## src/rtl/shift_reg_pkg.sv

```systemverilog
// Shared types and constants for the shift_reg_bank storage/serialiser element.
// Mode encodings, FSM state enum and a helper that classifies burst-capable modes.
package shift_reg_pkg;

  typedef logic [2:0] mode_t;

  localparam mode_t MODE_HOLD = 3'b000;
  localparam mode_t MODE_LOAD = 3'b001;
  localparam mode_t MODE_SHL  = 3'b010;
  localparam mode_t MODE_SHR  = 3'b011;
  localparam mode_t MODE_ROTL = 3'b100;
  localparam mode_t MODE_ROTR = 3'b101;
  localparam mode_t MODE_CLR  = 3'b110;
  localparam mode_t MODE_INV  = 3'b111;

  typedef enum logic {
    ST_IDLE  = 1'b0,
    ST_BURST = 1'b1
  } state_t;

  // Only the four shift/rotate modes can be repeated as a counted burst.
  function automatic logic is_burst_mode(input mode_t m);
    return (m >= MODE_SHL) && (m <= MODE_ROTR);
  endfunction

endpackage

```

## src/rtl/shift_reg_next.sv

```systemverilog
// Combinational next-value function of the register: one result per mode.
// Shared by single-step operations and burst steps.
module shift_reg_next
  import shift_reg_pkg::*;
#(
  parameter int WIDTH = 8
) (
  input  logic [2:0]       mode,
  input  logic [WIDTH-1:0] q,
  input  logic [WIDTH-1:0] d,
  input  logic             sin_l,
  input  logic             sin_r,
  output logic [WIDTH-1:0] q_next
);

  always_comb begin
    q_next = q;
    case (mode)
      MODE_HOLD: q_next = q;
      MODE_LOAD: q_next = d;
      MODE_SHL:  q_next = {q[WIDTH-2:0], sin_r};
      MODE_SHR:  q_next = {sin_l, q[WIDTH-1:1]};
      MODE_ROTL: q_next = {q[WIDTH-2:0], q[WIDTH-1]};
      MODE_ROTR: q_next = {q[0], q[WIDTH-1:1]};
      MODE_CLR:  q_next = '0;
      MODE_INV:  q_next = ~q;
      default:   q_next = q;
    endcase
  end

endmodule

```

## src/rtl/shift_reg_bank.sv

```systemverilog
// WIDTH-bit register with true/complement outputs, eight modes and a counted
// burst engine that repeats a shift/rotate N times and pulses done at the end.
//
//   state    | meaning
//   ---------+--------------------------------------------------------------
//   ST_IDLE  | single-step operations on en; burst_start may launch a burst
//   ST_BURST | latched shift/rotate applied on each en edge until count hits 0
module shift_reg_bank
  import shift_reg_pkg::*;
#(
  parameter int              WIDTH     = 8,
  parameter logic [WIDTH-1:0] RESET_VAL = '0,
  localparam int             CNT_W     = $clog2(WIDTH + 1)
) (
  input  logic             clk,
  input  logic             res,
  input  logic             en,
  input  logic [2:0]       mode,
  input  logic [WIDTH-1:0] d,
  input  logic             sin_l,
  input  logic             sin_r,
  input  logic             burst_start,
  input  logic [CNT_W-1:0] burst_len,
  output logic [WIDTH-1:0] q,
  output logic [WIDTH-1:0] qb,
  output logic             sout_l,
  output logic             sout_r,
  output logic             busy,
  output logic             done
);

  localparam logic [CNT_W-1:0] LEN_MAX = CNT_W'(WIDTH);
  localparam logic [CNT_W-1:0] CNT_ONE = CNT_W'(1);

  state_t           state, state_nxt;
  logic [CNT_W-1:0] cnt, cnt_nxt;
  mode_t            bmode, bmode_nxt;
  logic [WIDTH-1:0] q_nxt;
  logic             done_nxt;
  logic [2:0]       op_mode;
  logic [WIDTH-1:0] q_calc;
  logic [CNT_W-1:0] len_clamped;

  assign op_mode     = (state == ST_BURST) ? bmode : mode;
  assign len_clamped = (burst_len > LEN_MAX) ? LEN_MAX : burst_len;

  shift_reg_next #(
    .WIDTH (WIDTH)
  ) u_next (
    .mode   (op_mode),
    .q      (q),
    .d      (d),
    .sin_l  (sin_l),
    .sin_r  (sin_r),
    .q_next (q_calc)
  );

  always_comb begin
    state_nxt = state;
    cnt_nxt   = cnt;
    bmode_nxt = bmode;
    q_nxt     = q;
    done_nxt  = 1'b0;
    unique case (state)
      ST_IDLE: begin
        // A valid burst request wins over the single-step operation this edge.
        if (burst_start && is_burst_mode(mode)) begin
          if (len_clamped != '0) begin
            bmode_nxt = mode;
            cnt_nxt   = len_clamped;
            state_nxt = ST_BURST;
          end else begin
            done_nxt = 1'b1;
          end
        end else if (en) begin
          q_nxt = q_calc;
        end
      end
      ST_BURST: begin
        if (en) begin
          q_nxt   = q_calc;
          cnt_nxt = cnt - CNT_ONE;
          if (cnt == CNT_ONE) begin
            state_nxt = ST_IDLE;
            done_nxt  = 1'b1;
          end
        end
      end
      default: state_nxt = ST_IDLE;
    endcase
  end

  always_ff @(posedge clk or negedge res) begin
    if (!res) begin
      state <= ST_IDLE;
      cnt   <= '0;
      bmode <= MODE_HOLD;
      q     <= RESET_VAL;
      qb    <= ~RESET_VAL;
      busy  <= 1'b0;
      done  <= 1'b0;
    end else begin
      state <= state_nxt;
      cnt   <= cnt_nxt;
      bmode <= bmode_nxt;
      q     <= q_nxt;
      qb    <= ~q_nxt;
      busy  <= (state_nxt == ST_BURST);
      done  <= done_nxt;
    end
  end

  assign sout_l = q[WIDTH-1];
  assign sout_r = q[0];

endmodule
```

## config.mk

```make
export PLATFORM = sky130hd
export DESIGN_NAME = shift_reg_bank
export DESIGN_NICKNAME = d
export VERILOG_FILES = /design/src/rtl/shift_reg_pkg.sv /design/src/rtl/shift_reg_next.sv /design/src/rtl/shift_reg_bank.sv
export SDC_FILE = /design/constraint.sdc
export NUM_CORES = 1
export LEC_CHECK = 0
export ABC_AREA = 1
export BUFFER_PORTS_ARGS = -buffer_cell sky130_fd_sc_hd__buf_4
export CELL_PAD_IN_SITES_DETAIL_PLACEMENT = 0
export CELL_PAD_IN_SITES_GLOBAL_PLACEMENT = 1
export CORE_UTILIZATION = 40
export DETAILED_ROUTE_END_ITERATION = 8
export PLACE_DENSITY_LB_ADDON = 0.1
export SYNTH_ARGS = -nofsm -noshare
export SYNTH_HDL_FRONTEND = slang
export SYNTH_SLANG_ARGS = --single-unit
```

## constraint.sdc

```tcl
create_clock -name clk -period 3 [get_ports clk]
set_input_delay 0.45 -clock clk [delete_from_list [all_inputs] [get_ports clk]]
set_output_delay 0.45 -clock clk [all_outputs]
set_load 0.05 [all_outputs]
```

==> reports/metrics.yaml, run 1 <==
outcome: "finished clean"
nFillCells: 375
drc: 0
peakVddDrop_mv: 0.566
clock_path_buffers: 2
hold_class: "input pin to async pin"
fin_cells: 291
antennaDiodeCount: 0
yosysSeqAreaShare: 0.403
finalMaxSlewViolations: 0
vias: 1388
die_area_um2: 4200
drive_gt1_frac: 0.313
drt_pass1_iterations: 4
core.rowCount: 22
grt_pass1_wl_um: 5730
synth_area_um2: 1580
max_cap_viol_count: 0
p_leak_nw: 0.982
arrival_ns: 1.96
cts_tree: "yes"
synth_edf_count: 0
start_kind: "flop"
viasPerCell: 4.77
crit_slowest_cell: "dfrtp_1"
syn_inst: 204
cts_sinks: 25
place_inst: 287
crit_path_end_kind: "flop"
hpwlAfterDp_um: 2520
yosysUniqueCellTypes: 24
ys_warn_count: 0
die-width_um: 64.8
wl_per_cell_um: 11.5
synthArstFlopShare: 1.00
finalHoldViolations: 0
gp_congestion: 0.765
finalClockSkew_ns: 0.00184
htree_levels: 1
syn_avg_cell_area_um2: 7.73
period_share: 0.598
totalWireLength_um: 3340
worstMarginPinSlew_ns: 0.371
yosys.area.top_type: "dfrtp_1"
syn_nets: 227
core_um2: 3720
clock.fmax_mhz: 558
cpPeakStageDelay_ns: 0.57
tns_ns: 0
num_io_pins: 41
period_minus_slack_ns: 1.79
die_y_um: 64.8
synth_top_cells_by_area: "dfrtp_1 27%, nand2_1 15%, dfstp_2 13%"
clk_pin_slew_worst_paths_ns: 0.09
overflow: 0
yosys.cell_count.top_type: "nand2_1"
cts_setup_buffers: 0
setup_viol: 0
synthToLayoutAreaGrowth_pct: 22.0
critPathMaxFanout: 16
cts_resized: 0
numPortBuffers: 40
ant_nets: 0
synth_top_area_frac: 0.270
cts_hold_buf: 0
cts_buffers: 3
placed_area_um2: 1880
grt_use_total: 0.179
rsz0062_at_grt: "false"
synthTopCellsByCount: "62 x nand2_1, 24 x inv_1, 17 x dfrtp_1, 17 x nor2_1, 15 x nand3_1"
clk_latency_ns: 0.26
critPathKind: "flop to flop"
required_ns: 3.16
powerDensity_nw_per_um2: 1300
finalNetCount: 267
final_area_um2: 1930
initial_core_util: 0.425
synthFlopType: "dfrtp_1"
ys_ff_latch: 25
crit_path_cell_trace: "inv_4 -> nand2_1 -> nand2_1 -> nand2_2 -> nor2_4 -> nor2_8 -> nand3_1 -> nor2_1 -> nor2_1"
grt_max_degree: 26
maxSlewHeadroom: 0.753
antenna_found_initial: 0
clockRootBuffer: "clkbuf_8"
dr.first_iter.drc_count: 54
grt_pass1_vias: 1239
cells by family after synthesis:
| logic type | share of synthesized area |
|---|---|
| buffers and inverters | 0.0975 |
| xor gates and xnor gates | 0.00555 |
| AOI/OAI and AO/OA | 0.0841 |
| adders and majority gates | 0.0159 |
| DFF | 0.403 |
| and+or+nand+nor | 0.394 |
metal layers:
layer | track usage | up-vias | share of wire
met1 | 0.265 | 632 | 0.52
met3 | 0.0246 | 4 | 0.037
li1 | - | 725 | -
met4 | 0.0750 | 0 | 0.013
met5 | 0 | - | 0
met2 | 0.259 | 27 | 0.43
power by group:
part / total [mW] / switching [mW] / internal, mW
clock network: 0.198 / 0.104 / 0.0949
logic: 1.61 / 1.11 / 0.499
registers: 0.705 / 0.160 / 0.545
total: 2.51 / 1.37 / 1.14
per-stage QoR:
step	util	worst slack [ns]	hold WS (ns)	total power [mW]
final	0.518	1.21	0.0761	2.51
after global routing	0.518	1.02	0.0941	2.72
after CTS	0.518	1.21	0.0829	2.53
after detailed placement	0.506	1.22	0.379	2.32
after global placement	0.506	1.25	0.380	2.32
after floorplan	-	1.26	0.154	1.98
area by class of cell:
type	instances	area, um^2	area share
tap	48	60.1	0.0312
inverter	25	96.3	0.0500
clock buffer	4	45.0	0.0234
sequential	25	636	0.330
multi-input combinational	149	788	0.409
timing repair buffer	40	300	0.156
cell usage in the layout, fill, tap and decap left out, types with 2 or more instances in the layout:
master	instances
nand2_4	2
nand2_2	8
nand2_1	62
o22ai_1	4
dfstp_2	8
o21bai_1	8
clkbuf_8	3
nor2_2	6
inv_1	24
ha_1	2
o21ai_0	7
nand4_1	7
buf_4	40
nor2_4	5
nand3_2	2
nor2_1	17
nand3_1	15
dfrtp_1	17
critical path: cells and delay by family, from the launching register on:
kind | cells | cell delay (ns)
buf+inv | 1 | 0.14
simple gates | 8 | 0.97
flops | 1 | 0.57
path summary, 6_finish.rpt:
kind                            startpoint        to  slack, ns  cells past startpoint
worst min register to register    bmode[0]  bmode[0]       0.52                      2
max in group asynchronous              res     qb[0]       2.63                      1
worst min-delay path                   res    cnt[2]       0.08                      1
worst max-delay path                 state      flop       1.21                      9
min in group clk                      d[6]     qb[6]       0.44                      4
worst max register to register       state      flop       1.21                      9
No activity file was read; power rests on OpenSTA's default activity.
==> run 2, diff against run 1 <==
ABC_AREA = 0   (was 1)
CORE_UTILIZATION = 36   (was 40)
clock period = 1.5 ns   (was 3 ns; I/O delays follow)
==> reports/metrics.yaml, run 2 <==
outcome: "finished with violations"
violations: "negative setup slack"
wl_per_cell_um: 15.9
crit_path_end_kind: "flop"
syn_avg_cell_area_um2: 10.9
grt_use_total: 0.198
period_minus_slack_ns: 1.67
peakVddDrop_mv: 1.12
finalNetCount: 231
viasPerCell: 5.42
synth_area_um2: 1590
dr.first_iter.drc_count: 40
synthFlopType: "dfrtp_1"
required_ns: 1.70
cts_tree: "yes"
yosysSeqAreaShare: 0.400
core.rowCount: 23
powerDensity_nw_per_um2: 2610
initial_core_util: 0.386
yosysUniqueCellTypes: 50
htree_levels: 1
ant_nets: 0
synthArstFlopShare: 1.00
vias: 1393
syn_nets: 169
place_inst: 250
grtUsageMet2: 0.300
p_leak_nw: 0.961
totalWireLength_um: 4090
antennaDiodeCount: 0
max_cap_viol_count: 0
finalMaxSlewViolations: 0
grt_pass1_wl_um: 6670
arrival_ns: 1.87
cts_sinks: 25
critPathKind: "flop to flop"
start_kind: "flop"
ys_ff_latch: 25
ys_warn_count: 0
fin_cells: 257
overflow: 0
num_io_pins: 41
die_y_um: 68.4
critPathMaxFanout: 6
clockRootBuffer: "clkbuf_8"
hpwlAfterDp_um: 3070
grt_max_degree: 26
drc: 0
yosys.cell_count.top_type: "dfrtp_1"
clock.fmax_mhz: 598
rsz0062_at_grt: "true"
yosys.area.top_type: "dfrtp_1"
period_share: 1.11
cts_buffers: 3
nFillCells: 397
seq_area_um2: 639
synth_top_area_frac: 0.268
drt_pass1_iterations: 4
numPortBuffers: 40
multiInputGateArea_um2: 931
met1_usage: 0.282
synthTopCellsByCount: "17 x dfrtp_1, 14 x a21oi_1, 9 x mux2i_1, 8 x dfstp_2, 7 x nand3_1"
hold_class: "input pin to flop"
layout_common_cells: "60 x buf_4, 16 x dfrtp_1, 11 x a21oi_1"
syn_inst: 146
finalClockSkew_ns: 0.00323
busiest_layer: "met2"
core_um2: 4120
clk_latency_ns: 0.27
synth_edf_count: 0
clock_path_buffers: 2
grt_pass1_vias: 1354
worstMarginPinSlew_ns: 0.604
setup_viol: 22
hold-worst-slack_ns: 0.179
synthToLayoutAreaGrowth_pct: 39.2
die-width_um: 68.4
synth_top_cells_by_area: "dfrtp_1 27%, dfstp_2 13%, mux2i_1 5.7%"
finalHoldViolations: 0
die_area_um2: 4680
maxSlewHeadroom: 0.586
finalWorstSetupSlack_ns: -0.172
clk_pin_slew_worst_paths_ns: 0.09
antenna_found_initial: 0
post-place-ws_ns: -0.161
layout_commonest_cell: "buf_4"
gp_congestion: 0.817
drive_gt1_frac: 0.493
grtUsageMet3: 0.0217
## run 2: final timing paths
check / startpoint / to / slack (ns) / cells after the start
setup / recovery: state / qb[7] / -0.17 / 5
hold / removal: mode[2] / bmode[1] / 0.18 / 2
setup reg to reg: state / qb[7] / -0.17 / 5
hold reg to reg: flop / qb[5] / 0.57 / 1
max in group asynchronous: res / qb[6] / 0.81 / 2
min in group asynchronous: res / cnt[3] / 0.39 / 2
## run 2: power breakdown
group          internal (mW)  switching, mW
clock                  0.190          0.213
sequential              1.10          0.383
combinational           1.66           2.24
total                   2.95           2.83
## run 2: stage by stage
| step | utilization | TNS [ns] | cell area, um^2 | power [mW] |
|---|---|---|---|---|
| after floorplan | - | -3.90 | 1620 | 4.10 |
| after CTS | 0.528 | -2.22 | 2170 | 5.71 |
| final | 0.537 | -2.39 | 2210 | 5.78 |
| after detailed placement | 0.508 | -2.46 | 2090 | 5.23 |
| after global routing | 0.537 | -4.32 | 2210 | 6.19 |
| after global placement | 0.508 | -1.68 | 2090 | 5.17 |
## run 2: critical path, cell delays in order, from the launching register on
cell      delay (ns)
dfrtp_4         0.54
buf_6           0.15
mux2i_4         0.27
mux2i_2         0.27
a221oi_2        0.09
o31a_1          0.29
## run 2: timing repair
item | in CTS | in global routing
buffers inserted | 1 | 1
hold buffers | 1 | 0
pin swaps | 3 | 3
setup endpoints to repair | 22 | 24
gates resized for setup | 6 | 6
endpoints found under the hold margin | 17 | 0
## run 2: cell type report
cell class | instances | area share
multi-input cells | 108 | 0.421
flip-flops and latches | 25 | 0.289
repair buffers | 65 | 0.233
well taps | 50 | 0.0283
clock buffers | 4 | 0.0204
inverters | 5 | 0.00849
## run 2: layer usage
| layer | wire length [um] | vias to the layer above |
|---|---|---|
| li1 | - | 685 |
| met1 | 2050 | 679 |
| met2 | 1860 | 25 |
| met3 | 118 | 4 |
| met4 | 58 | 0 |
| met5 | 0 | - |
## run 2: logic make-up (layout without fill, tap and decap cells)
kind of cell	Yosys count	after routing	synth area share
buffers and inverters	13	74	0.0536
multiplexers	17	17	0.124
AO/OA/AOI/OAI	56	56	0.271
flip-flops	25	25	0.400
AND/OR/NAND/NOR	30	30	0.119
XOR/XNOR	3	3	0.0166
adder cells (fa/ha/maj)	2	2	0.0158
